### config.mk
export PLATFORM = sky130hd
export DESIGN_NAME = up_counter
export DESIGN_NICKNAME = d
export VERILOG_FILES = /design/src/rtl/up_counter_pkg.sv /design/src/rtl/up_counter.sv
export SDC_FILE = /design/constraint.sdc
export NUM_CORES = 1
export LEC_CHECK = 0
export BUFFER_PORTS_ARGS = -buffer_cell sky130_fd_sc_hd__buf_4
export CAP_MARGIN = 30
export CORE_AREA = 2 2 39 41
export DETAILED_ROUTE_END_ITERATION = 8
export DIE_AREA = 0 0 41 43
export PLACE_DENSITY_LB_ADDON = 0.2
export SLEW_MARGIN = 40
export SYNTH_ARGS = -nofsm -noshare
export SYNTH_HDL_FRONTEND = slang
export SYNTH_SLANG_ARGS = --single-unit
### constraint.sdc
create_clock -name clk -period 1.8 [get_ports clk]
set_input_delay 0.09 -clock clk [delete_from_list [all_inputs] [get_ports clk]]
set_output_delay 0.09 -clock clk [all_outputs]
set_load 0.01 [all_outputs]
### src/rtl/up_counter_pkg.sv
// Shared constants for the up counter slice.
// Holds the default counter width used by the interface and the counter.
package up_counter_pkg;

    localparam int unsigned DEFAULT_WIDTH = 8;

endpackage

### src/rtl/up_counter.sv
// Free-running up counter with synchronous reset and count enable.
// Ports stay scalar and in fixed order so positional instances still bind.
module up_counter
    import up_counter_pkg::*;
#(
    parameter int WIDTH = DEFAULT_WIDTH
) (
    input  logic             reset,
    input  logic             clk,
    input  logic             en,
    output logic [WIDTH-1:0] count
);

    // Reset wins over enable; the add wraps naturally at 2^WIDTH.
    always_ff @(posedge clk) begin
        if (reset) begin
            count <= '0;
        end else if (en) begin
            count <= count + WIDTH'(1);
        end
    end

endmodule

== Word-level counts from Yosys, hierarchy flattened ==
Index checks and enable logic that the tools add are counted.
W data, S select, Z words.

* Bitwise logic cells: 0
* Magnitude comparators: 0
* Mux-type cells: 0
* Eq/ne operators: 0
* Shift-type cells: 0
* Div/mod/pow operators: 0
* Reduce and logical (&&, ||, !) cells: 0
* Add/sub/neg operators: 1
* Multiply operators: 0

{| class="wikitable"
|+ Operator list
! kind !! number
|-
| $add A8 B1 Y8 const B || 1
|}

* Latch bits: 0
* Memories: 0
* Flip-flop bits (word level): 8
* Bits of input ports: 3
* Bits in writable memories: 0
* Word-level logic and storage cells: 2
* Output and inout bits: 8
* Bits in read-only memories: 0

== Depth between registers and ports, before layout ==
* Depth in word-level cells: 1
* Mapped depth: 4
* Mapped depth without buffers: 4

== Least setup slack after synthesis ==
No wires, ideal clock.

* Path kind: flip-flop to flip-flop
* Start point: register count[0]
* End point: register count[6]
* Path buffers: 0
* Arrival time: 1.175 ns
* Data required time: 1.730 ns
* Cell stages (with the launch flop): 5
* Clock period less this slack: 1.245 ns
* Slack: 0.555 ns
* Cells stage by stage: dfxtp_1 -> ha_1 -> nand3_1 -> or3_1 -> a21oi_1

* Longest elaborated chain between the ends: 1

{| class="wikitable"
|+ RTL lines
! item !! RTL line !! source
|-
| from (decl) || up_counter.sv:11 || <nowiki>output logic [WIDTH-1:0] count</nowiki>
|-
| from (signal assigned) || up_counter.sv:19 || <nowiki>count <= count + WIDTH'(1);</nowiki>
|-
| $add A8 B1 Y8 || up_counter.sv:19 ||
|}

No other way between the ends.
A chain may end at the register's enable or synchronous reset.

== Worst setup path after layout ==
Same ends and word-level chain as after synthesis.

==> impl_results.md <==
* Outcome: complete, no violations
* Pwr dens at 793 nW/um^2
* Register area share after synthesis at 0.472
* Dpl hpwl at roughly 490 um
* Final setup TNS at 0 ps
* DP Area at between 400 and 500 sq um
* Fmax at approximately 0.8 GHz
* Critical Path Start Type: register
* VDD IR max at about 0.35 mV
* DR DRC count at 0
* Diode count at 0
* Core footprint at 1380 sq um
* Yosys top cell area share at 0.472
* Fin. max-slew vios at 0
* Layout cells sized above 1 at 0.292
* Post_cts resized at 0
* Die X-Extent at between 40 and 50 um
* Period utilisation layout at 0.711
* Vias in the first global route at between 200 and 250
* GRT Overall Usage at 0.0904
* Critical Path Sink Type: register
* Remaining global-route overflow at 0
* Setup CP Type: reg -> reg
* Dpl ws at roughly 530 ps
* Syn Nets at between 40 and 50
* Post-route worst setup slack at approximately 520 ps
* Final Critical Period at approximately 1300 ps
* TritonRoute pass-1 iters at 1
* Yosys warns at 0
* Critical path's slowest cell: dfxtp_1
* Largest register FFs at 8
* Pleak at 0.000191 uW
* Total CTS buffers at 3
* Gp weighted congestion at roughly 0.6
* WP buf/inv at 0
* Detailed router's first-iteration violation count at 0
* Largest registers: count: 8 flops
* Row cnt at 14
* Clock Latency Late Sink at approximately 250 ps
* CP Max Fanout at 4
* Synth Register Bits at 8
* Critical path's top delay family: simple AND/OR/NAND/NOR gates
* Mean number of vias per cell at about 4.6
* First-pass GRT wire length at 1040 um
* Final Non-Filler Cells at 64
* CTS tree: built
* Top cell type by total area after synthesis: dfxtp_1
* RSZ-0062 raised after global routing: false
* Clk_skew at around 1.2 ps
* Initial antenna violation count at 0
* Crit path DAT at around 1500 ps
* Clk slew on worst S/H paths at ~60 ps
* # IOs at 11
* Min-delay worst type: in -> reg
* Cell chain of the critical path: ha_1 -> nand3_1 -> or3_1 -> a21oi_1
* Post-CTS Setup Inserts at 0
* Hold Buf Count CTS at 0
* Maximum clock path buffer count at 2
* Unique cell type count in the Yosys netlist at 15
* Final WL at around 650 um
* Reg with most FFs: count
* Via count at between 200 and 300
* # setup viols final at 0
* Synth-to-Final Area Change at 31.4%
* Fin. Hold Viols at 0
* CTS Sinks at 8
* Largest net degree at the start of global routing at 9
* CTS HTree Levels at 1
* Final Net Count at 54
* Die Span Y at ~43 um
* Synth top area cells: dfxtp_1, xor2_1, nor2_1
* Synth Cell Area at roughly 340 sq um
* Syn Inst Count at 37
* Clock Tree Root: clkbuf_4
* DR WL/cell at approximately 10 um
* Worst Path Required at around 2000 ps
* Worst Tran Pin Value at around 210 ps
* Final Cell Area at approximately 450 sq um
* Port Buf Inserts at 10
* CP peak stage delay at approximately 410 ps
* Die ar. at about 1800 sq um
* Starting density of the core at 0.245
* Inst Count DP at roughly 60
* Mean Syn Cell Area at 9.16 sq um
* Final Util at 0.322
* Worst relative slew slack at 0.859
* Final ANT Viol Nets at 0
* Max Cap Viol at 0
cells by family (layout without fill, tap and decap cells):
family / Yosys count / after routing / synth area share
and+or+nand+nor: 15 / 15 / 0.236
AOI/OAI and AO/OA: 6 / 6 / 0.0885
xor gates and xnor gates: 4 / 4 / 0.103
DFF: 8 / 8 / 0.472
adders and majority gates: 1 / 1 / 0.0369
muxes: 1 / 1 / 0.0295
buffers and inverters: 2 / 13 / 0.0332
path summary, 6_finish.rpt:
check	startpoint	endpoint	slack, ps	depth (start not counted)
worst max register to register	count[0]	count[6]	520	4
worst min-delay path	reset	count[7]	70	2
worst min register to register	count[7]	count[7]	490	2
worst max-delay path	count[0]	count[6]	520	4
cell usage in the layout, fill, tap and decap left out:
master    count
xor2_1        3
nand4_2       1
o21ai_0       3
xnor2_1       1
nor2_1        5
mux2i_1       1
buf_4        10
nand3_1       2
nand2_1       2
or3_1         3
clkbuf_4      3
nand4_1       2
ha_1          1
dfxtp_1       8
a21oi_1       3
report_power, final:
part / switching [uW] / internal (uW) / leakage [uW] / total, uW
sequential: 6.54 / 182 / 0.0000648 / 189
clock: 60.3 / 76.3 / 0.0000138 / 137
combinational: 13.3 / 15.0 / 0.000113 / 28.3
total: 80.1 / 273 / 0.000191 / 353
per-stage QoR:
stage	power (uW)	hold WS (ps)
after global placement	221	331
final	353	67.2
after detailed placement	221	332
after floorplan	209	371
after CTS	360	66.9
after global routing	374	73.5
cell type report:
cell class | count | area (sq um)
repair buffers | 10 | 75.1
flip-flops and latches | 8 | 160
clock buffers | 3 | 22.5
multi-input cells | 27 | 168
fillers | 157 | 938
well taps | 16 | 20.0
Yosys cell counts:
| library cell | count |
|---|---|
| o21ai_0 | 3 |
| nand4_2 | 1 |
| buf_4 | 1 |
| a21oi_1 | 3 |
| buf_1 | 1 |
| or3_1 | 3 |
| mux2i_1 | 1 |
| nor2_1 | 5 |
| xor2_1 | 3 |
| nand4_1 | 2 |
| xnor2_1 | 1 |
| ha_1 | 1 |
| nand3_1 | 2 |
| nand2_1 | 2 |
| dfxtp_1 | 8 |
layer usage:
layer	share of wire	wire length, um	GRT usage
met1	0.51	329	0.125
met2	0.41	267	0.103
met3	0.065	42	0.0314
met4	0.012	8	0.0800
met5	0	0	0
No activity file was read; power rests on OpenSTA's default activity.
